[config.mk]
export PLATFORM = sky130hd
export DESIGN_NAME = oscillator_period_ctrl
export DESIGN_NICKNAME = d
export VERILOG_FILES = /design/src/rtl/osc_ctrl_pkg.sv /design/src/rtl/period_clamp.sv /design/src/rtl/oscillator_period_ctrl.sv
export SDC_FILE = /design/constraint.sdc
export NUM_CORES = 1
export LEC_CHECK = 0
export ABC_AREA = 1
export CORE_ASPECT_RATIO = 2
export CORE_MARGIN = 8
export CORE_UTILIZATION = 23
export DETAILED_ROUTE_END_ITERATION = 7
export PLACE_DENSITY_LB_ADDON = 0.08
export SLEW_MARGIN = 10
export SYNTH_ARGS = -nofsm -noshare
export SYNTH_HDL_FRONTEND = slang
export SYNTH_SLANG_ARGS = --single-unit
[constraint.sdc]
create_clock -name clk_i -period 10.29 [get_ports clk_i]
set_clock_uncertainty 0.1 [all_clocks]
set_input_delay 2.058 -clock clk_i [delete_from_list [all_inputs] [get_ports clk_i]]
set_output_delay 2.058 -clock clk_i [all_outputs]
set_load 0.01 [all_outputs]
[src/rtl/osc_ctrl_pkg.sv]
// ============================================================================
// Module  : osc_ctrl_pkg
// Brief   : Shared FSM encoding and default period-word widths.
// Revision: 1.0
// ============================================================================
`default_nettype none

package osc_ctrl_pkg;

  localparam int unsigned C_PERIOD_INT_PART  = 10;
  localparam int unsigned C_PERIOD_FRAC_PART = 20;

  typedef enum logic [1:0] {
    ST_IDLE   = 2'd0,
    ST_START  = 2'd1,
    ST_SLEW   = 2'd2,
    ST_LOCKED = 2'd3
  } osc_state_e;

endpackage

`default_nettype wire

[src/rtl/period_clamp.sv]
// ============================================================================
// Module  : period_clamp
// Brief   : Limits a period word to [min, max]; min wins when min > max.
// Revision: 1.0
// ============================================================================
`default_nettype none

module period_clamp #(
  parameter int unsigned W = 30
) (
  input  logic [W-1:0] value_i,
  input  logic [W-1:0] min_i,
  input  logic [W-1:0] max_i,
  output logic [W-1:0] clamped_o,
  output logic         flag_o
);

  logic [W-1:0] w_upper;

  assign w_upper   = (value_i > max_i) ? max_i : value_i;
  assign clamped_o = (w_upper < min_i) ? min_i : w_upper;
  assign flag_o    = (clamped_o != value_i);

endmodule

`default_nettype wire

[src/rtl/oscillator_period_ctrl.sv]
// ============================================================================
// Module  : oscillator_period_ctrl
// Brief   : Accepts a target period, slews the oscillator period word toward it.
// Revision: 1.0
// ============================================================================
`default_nettype none

module oscillator_period_ctrl
  import osc_ctrl_pkg::*;
#(
  parameter int unsigned PERIOD_INT_PART  = C_PERIOD_INT_PART,
  parameter int unsigned PERIOD_FRAC_PART = C_PERIOD_FRAC_PART
) (
  input  logic                                      clk_i,
  input  logic                                      reset_n_i,
  input  logic                                      ce_i,
  input  logic                                      enable_i,
  input  logic                                      target_valid_i,
  output logic                                      target_ready_o,
  input  logic [PERIOD_INT_PART+PERIOD_FRAC_PART-1:0] target_period_i,
  input  logic [PERIOD_INT_PART+PERIOD_FRAC_PART-1:0] min_period_i,
  input  logic [PERIOD_INT_PART+PERIOD_FRAC_PART-1:0] max_period_i,
  input  logic [PERIOD_INT_PART+PERIOD_FRAC_PART-1:0] step_i,
  output logic [PERIOD_INT_PART+PERIOD_FRAC_PART-1:0] period_out_o,
  output logic                                      osc_ce_o,
  output logic                                      osc_reset_o,
  output logic                                      locked_o,
  output logic                                      clamped_o
);

  localparam int unsigned W = PERIOD_INT_PART + PERIOD_FRAC_PART;

  osc_state_e   state_q, state_d;
  logic [W-1:0] period_q, period_d;
  logic [W-1:0] target_q, target_d;
  logic         has_target_q, has_target_d;
  logic         ready_q, running_q, osc_reset_q, locked_q, clamped_q;

  logic [W-1:0] w_clamp_val;
  logic         w_clamp_flag;
  logic         w_accept;
  logic         w_up;
  logic [W-1:0] w_diff, w_delta, w_slew_next;

  period_clamp #(.W(W)) u_clamp (
    .value_i   (target_period_i),
    .min_i     (min_period_i),
    .max_i     (max_period_i),
    .clamped_o (w_clamp_val),
    .flag_o    (w_clamp_flag)
  );

  assign w_accept = target_valid_i & ready_q;

  // Step is limited to the remaining distance, so the word never overshoots or wraps.
  assign w_up        = (target_q > period_q);
  assign w_diff      = w_up ? (target_q - period_q) : (period_q - target_q);
  assign w_delta     = ((step_i == '0) || (step_i > w_diff)) ? w_diff : step_i;
  assign w_slew_next = w_up ? (period_q + w_delta) : (period_q - w_delta);

  always_comb begin
    state_d      = state_q;
    period_d     = period_q;
    target_d     = target_q;
    has_target_d = has_target_q;
    if (w_accept) begin
      target_d     = w_clamp_val;
      has_target_d = 1'b1;
    end
    case (state_q)
      ST_IDLE: begin
        if (enable_i && (has_target_q || w_accept)) state_d = ST_START;
      end
      ST_START: begin
        if (!enable_i) begin
          state_d = ST_IDLE;
        end else begin
          period_d = target_q;
          state_d  = ST_LOCKED;
        end
      end
      ST_LOCKED: begin
        if (!enable_i)                  state_d = ST_IDLE;
        else if (target_q != period_q)  state_d = ST_SLEW;
      end
      ST_SLEW: begin
        if (!enable_i)                  state_d = ST_IDLE;
        else if (period_q == target_q)  state_d = ST_LOCKED;
        else if (ce_i)                  period_d = w_slew_next;
      end
      default: state_d = ST_IDLE;
    endcase
  end

  always_ff @(posedge clk_i or negedge reset_n_i) begin
    if (!reset_n_i) begin
      state_q      <= ST_IDLE;
      period_q     <= '0;
      target_q     <= '0;
      has_target_q <= 1'b0;
      ready_q      <= 1'b0;
      running_q    <= 1'b0;
      osc_reset_q  <= 1'b1;
      locked_q     <= 1'b0;
      clamped_q    <= 1'b0;
    end else begin
      state_q      <= state_d;
      period_q     <= period_d;
      target_q     <= target_d;
      has_target_q <= has_target_d;
      ready_q      <= (state_d != ST_START);
      running_q    <= (state_d == ST_SLEW) || (state_d == ST_LOCKED);
      osc_reset_q  <= (state_d == ST_IDLE) || (state_d == ST_START);
      locked_q     <= (state_d == ST_LOCKED);
      clamped_q    <= w_accept & w_clamp_flag;
    end
  end

  assign target_ready_o = ready_q;
  assign period_out_o   = period_q;
  assign osc_ce_o       = ce_i & running_q;
  assign osc_reset_o    = osc_reset_q;
  assign locked_o       = locked_q;
  assign clamped_o      = clamped_q;

endmodule

`default_nettype wire
* Word level (Yosys, flattened, before mapping) *
Index checks and enable logic that the tools add are counted.

operators by class
  add/sub/neg operators = 4
  $lt $le $gt $ge = 4
  equality and inequality tests = 14
  mux-type cells = 17
  bitwise logic cells = 3
  reduce and logical (&&, ||, !) cells = 10

operator list
  kind                                                    count
  2-to-1 mux 30 bit                                       9
  greater-than comparator 30 bit                          3
  subtractor 30 bit                                       3
  inequality test 30 bit                                  2
  case mux 30 bit (2 select lines)                        1
  adder 30 bit                                            1
  equality test 30 bit                                    1
  logical NOT 30 bit                                      1
  less-than comparator 30 bit                             1
  2-to-1 mux 2 bit                                        6
  equality test 2 bit (second input constant)             4
  inequality test 2 bit (second input constant)           4
  case mux 2 bit (4 select lines)                         1
  AND reduction 5 bit                                     1
  equality test 2 x 1 -> 1 bit (second input constant)    2
  logical NOT 2 bit                                       2
  logical OR 1 bit                                        4
  bitwise AND 1 bit                                       3
  inequality test 2 x 1 -> 1 bit (second input constant)  1
  nonzero test 2 bit                                      1
  logical AND 1 bit                                       1

storage, ports and cells
  bits in registers = 68
  output and inout port bits = 35

* Depth between registers and ports, before layout *
  depth after elaboration = 11
  mapped depth = 58

* Cells and area by module *
A second synthesis with hierarchy kept.

unflattened totals
  cells, all modules = 2131
  area, all modules = 12987.5 sq um

by module, submodules not included
  module                  times used  cells an instance  area each (sq um)  sequential area each (sq um)
  oscillator_period_ctrl  1           1552               9823.2             1702.9
  period_clamp            1           579                3164.3             0.0

* Least setup slack after synthesis *
Ideal clock, no wire load.

  path kind = register to register
  start = register period_q[0] (netlist: period_out_o[0])
  end = register period_q[28] (netlist: period_out_o[28])
  library setup time = 0.066 ns
  arrival time = 7.480 ns
  data required time = 10.124 ns
  slack = 2.645 ns
  stages on the path, launching flop included = 51
  buffers on the path = 2
  clock period less this slack = 7.645 ns
  cell sequence = dfrtp_1 -> ha_1 -> fa_1 -> inv_1 -> nand2_1 -> nand3_1 -> nand2_1 -> nand2_1 -> nand2_2 -> nand2_4 -> nand2_2 -> buf_6 -> o21ai_0 -> nor2_1 -> nor2_1 -> o22ai_1 -> a31oi_1 -> xor2_1 -> [... 15 more ...] -> ha_1 -> a21o_1 -> a21oi_1 -> o21ai_1 -> a21boi_0 -> o21ai_1 -> a21boi_0 -> o21ai_1 -> a21oi_1 -> o21ai_1 -> a21boi_0 -> o21ai_1 -> a21oi_1 -> o21ai_1 -> or2_2 -> nand3_1 -> nand2_1 -> nand2_1

between the ends
  word-level cells in the longest chain between the ends = 11
  elaborated cells on any way between the ends = 17

ends and longest elaborated chain
  element                                                                     line                                                        text
  start: declaration                                                          oscillator_period_ctrl.sv:34                                logic [W-1:0] period_q, period_d;
  start signal: assignment                                                    oscillator_period_ctrl.sv:108                               period_q <= period_d;
  subtractor 30 bit / greater-than comparator 30 bit (equally long branches)  oscillator_period_ctrl.sv:57, oscillator_period_ctrl.sv:56
  2-to-1 mux 30 bit                                                           oscillator_period_ctrl.sv:57                                assign w_diff = w_up ? (target_q - period_q) : (period_q - target_q);
  greater-than comparator 30 bit                                              oscillator_period_ctrl.sv:58                                assign w_delta = ((step_i == '0) || (step_i > w_diff)) ? w_diff : step_i;
  logical OR 1 bit                                                            oscillator_period_ctrl.sv:58
  2-to-1 mux 30 bit                                                           oscillator_period_ctrl.sv:58
  subtractor 30 bit / adder 30 bit (equally long branches)                    oscillator_period_ctrl.sv:59                                assign w_slew_next = w_up ? (period_q + w_delta) : (period_q - w_delta);
  2-to-1 mux 30 bit                                                           oscillator_period_ctrl.sv:59
  2-to-1 mux 30 bit                                                           oscillator_period_ctrl.sv:89                                else if (ce_i) period_d = w_slew_next;
  2-to-1 mux 30 bit                                                           oscillator_period_ctrl.sv:88                                else if (period_q == target_q) state_d = ST_LOCKED;
  2-to-1 mux 30 bit                                                           oscillator_period_ctrl.sv:87                                if (!enable_i) state_d = ST_IDLE;
  case mux 30 bit (2 select lines)                                            oscillator_period_ctrl.sv:70                                case (state_q)

Parallel ways exist; a longest one is shown, timed or not. The select of a mux whose other input is x is not followed.
A chain may end at the register's enable or synchronous reset.

* Worst setup path after layout *
  start = register period_q[27] (netlist: period_out_o[27])
  end = register period_q[28] (netlist: period_out_o[28])

Same word-level chain as after synthesis.

==> impl_metrics.csv <==
group,metric,value,unit
outcome,status,"complete, no violations",
clock_tree,h-tree-depth,3,
timing,worst_hold_slack,0.360,ns
setup_path,required,10.49,ns
route,wire_per_inst,19.3,um
route,routed_via_density,4.63,
place,portBuffers,159,
finish,fin_area,15400,sq um
global_routing,grt_pass1_wl,82.7,mm
setup_path,critPathBufInv,6,
die,start_util,0.231,
clock_tree,tritoncts,"yes",
finish,nets,2481,
global_routing,track_usage,0.174,
finish,fill_cells,6154,
timing,max_slew_margin,0.450,
yosys,syn_nets,2322,
yosys,synth_cells,2021,
clock_tree,cts_sinks,68,
timing,period_minus_slack,9.62,ns
place,dpl.hpwl,48.6,mm
clock_tree,insertion_delay,0.36,ns
yosys,ys_seq_area_frac,0.136,
yosys,netlist_area,12500,sq um
yosys,ys_types,62,
clock_tree,cts_buffer_depth,2,
die,die_w,181,um
finish,syn_to_final_growth,23.0,%
place,place_area,15000,sq um
global_routing,antenna_found_initial,0,
finish,drive_gt1_frac,0.0673,
yosys,ys_warn_count,0,
finish,final_util,0.285,
setup_path,cp_top_family,"simple AND/OR/NAND/NOR gates",
global_routing,grt_max_degree,63,
global_routing,grt-ovfl-total,0,
timing,hold_viol,0,
die,die_y,346,um
setup_path,path_class,"reg -> reg",
die,coreArea,54000,sq um
place,gp_congestion,0.899,
setup_path,end_kind,"flop",
die,die_area,62500,sq um
route,dr.pass1.iters,5,
setup_path,slowest_stage,"dfrtp_1",
global_routing,grt_pass1_vias,13610,
finish,seq_area,1700,sq um
setup_path,slowest_delay,0.45,ns
yosys,synth-edff-count,0,
die,placementRows,121,
yosys,syn-mean-instance-area,6.19,sq um
clock_tree,tritoncts.num_buffers,9,
clock_tree,clk_pin_slew,0.07,ns
route,ant_nets,0,
timing,period_share,0.935,
timing,rsz0062_at_grt,"false",
min_path,min_path_type,"reg -> reg",
clock_tree,cts_hold_buf,0,
setup_path,cp-start-kind,"flop",
timing,worst_pin_slew,0.825,ns
yosys,synthArstFlopShare,1.00,
setup_path,cp.arrival,9.83,ns
timing,drv_slew,0,
yosys,synth-seq-cells,68,
route,route.detailed.drc,0,
yosys,ys.flop_type,"dfrtp_1",
route,drt_iter0_drc,659,
die,io_pins,160,
flow_run,maxCapViolations,0,
route,route.vias.total,13239,
timing,clock.fmax,104,MHz
setup_path,crit_fanout,32,
clock_tree,root_buffer,"clkbuf_16",
route,routed_wl,55.3,mm
timing,setup_violations,0,
finish,multiInputGateArea,9310,sq um
cells in the mapped netlist (all sizes together) (2+ instances only):
library cell	instances	area (sq um)
a21boi	8	60.1
o21bai	11	82.6
and3	2	12.5
or2	6	37.5
clkbuf	34	128
o22ai	2	12.5
fa	3	60.1
dfrtp	67	1680
a211oi	5	37.5
o211ai	12	90.1
a21oi	187	943
o21a	7	52.6
nor3	17	90.1
xor2	82	718
o2111ai	2	17.5
a2111oi	2	17.5
nand3b	8	60.1
mux2i	2	20.0
and2	2	12.5
o221ai	7	61.3
a221oi	2	17.5
nor4	11	83.8
a31oi	7	43.8
buf	18	124
a21o	5	37.5
inv	352	1320
nor2	131	561
nand3	83	445
nand2	505	2000
ha	173	2160
o21ai	221	1110
o311ai	2	17.5
xnor2	21	184
nand4	15	109
metrics by stage:
stage / setup WS, ns / std cells / setup TNS (ns)
floorplan: 2.64 / 2021 / 0
finish: 0.666 / 2862 / 0
global route: 0.0253 / 2861 / 0
detailed placement: -0.329 / 2843 / -0.510
CTS: 0.0557 / 2859 / 0
global placement: -0.401 / 2843 / -0.594
worst reg2reg max path: cells and delay by family (launching register included):
family	cells	cell delay (ns)
xor gates and xnor gates	2	0.60
and+or+nand+nor	22	3.66
AOI/OAI and AO/OA	15	2.67
buffers and inverters	6	0.87
muxes	1	0.23
DFF	1	0.45
adders and majority gates	3	0.95
layout make-up:
cell class	count	share of cell area
inverters	353	0.0863
well taps	676	0.0550
clock buffers	9	0.0146
diodes	1	0.000163
flip-flops and latches	68	0.111
multi-input cells	1549	0.605
clock inverters	7	0.00496
repair buffers	199	0.123
per-layer routing:
layer | track usage | part of all wire | vias up
li1 | - | - | 6901
met3 | 0.0260 | 0.035 | 51
met5 | 0 | 0 | -
met1 | 0.204 | 0.43 | 6030
met2 | 0.314 | 0.50 | 257
met4 | 0.0635 | 0.036 | 0
worst paths after layout:
check	slack (ns)	to	startpoint	cells past startpoint
min reg2reg	0.36	has_target_q	has_target_q	2
max	0.67	period_out_o[28]	period_out_o[27]	49
max reg2reg	0.67	period_out_o[28]	period_out_o[27]	49
min	0.36	has_target_q	has_target_q	2
min in group asynchronous	1.43	period_out_o[28]	reset_n_i	1
max in group asynchronous	7.59	target_q[3]	reset_n_i	2
cell families (layout without fill, tap and decap cells):
kind of cell             after synthesis  after routing  share of synthesized area
flip-flops                            68             68                      0.136
XOR/XNOR                             103            103                     0.0722
buffers and inverters                405            568                      0.126
multiplexers                           2              2                    0.00160
AO/OA/AOI/OAI                        485            485                      0.212
AND/OR/NAND/NOR                      782            783                      0.274
other                                  0              1                          0
adder cells (fa/ha/maj)              176            176                      0.178
cells in the final DEF, fill, tap and decap left out, types with 4 or more instances in the layout:
master,synthesis,routed
o21ai_1,16,17
a21oi_1,185,183
clkdlybuf4s50_1,0,158
a31oi_1,7,7
nand3_1,77,76
inv_1,341,341
nor3_1,16,16
o21bai_1,11,11
clkbuf_16,0,9
nand2_2,24,26
o211ai_1,12,12
nand3_2,6,7
nand2_1,476,474
xor2_1,82,81
nor4_1,10,9
ha_1,173,171
nand3b_1,8,8
nor2_2,12,13
a21boi_0,8,7
a21o_1,5,5
a21oi_2,2,4
nor2_1,115,113
nand4_1,14,14
o21a_1,7,7
dfrtp_1,67,67
buf_4,4,40
o21ai_2,2,4
o21ai_0,203,200
nor2_4,3,4
nand2_4,4,4
a211oi_1,5,5
inv_2,11,10
or2_2,4,4
xnor2_1,21,21
o221ai_1,7,7
timing repair:
action | CTS | global route
pin swaps | 0 | 4
buffers inserted | 0 | 1
cloned | 0 | 1
setup endpoints to repair | 3 | 5
gates resized for setup | 3 | 19
Power is left out: the tool's default activity adds up to more than one toggle a clock period on the data nets, which glitch-free logic cannot reach.
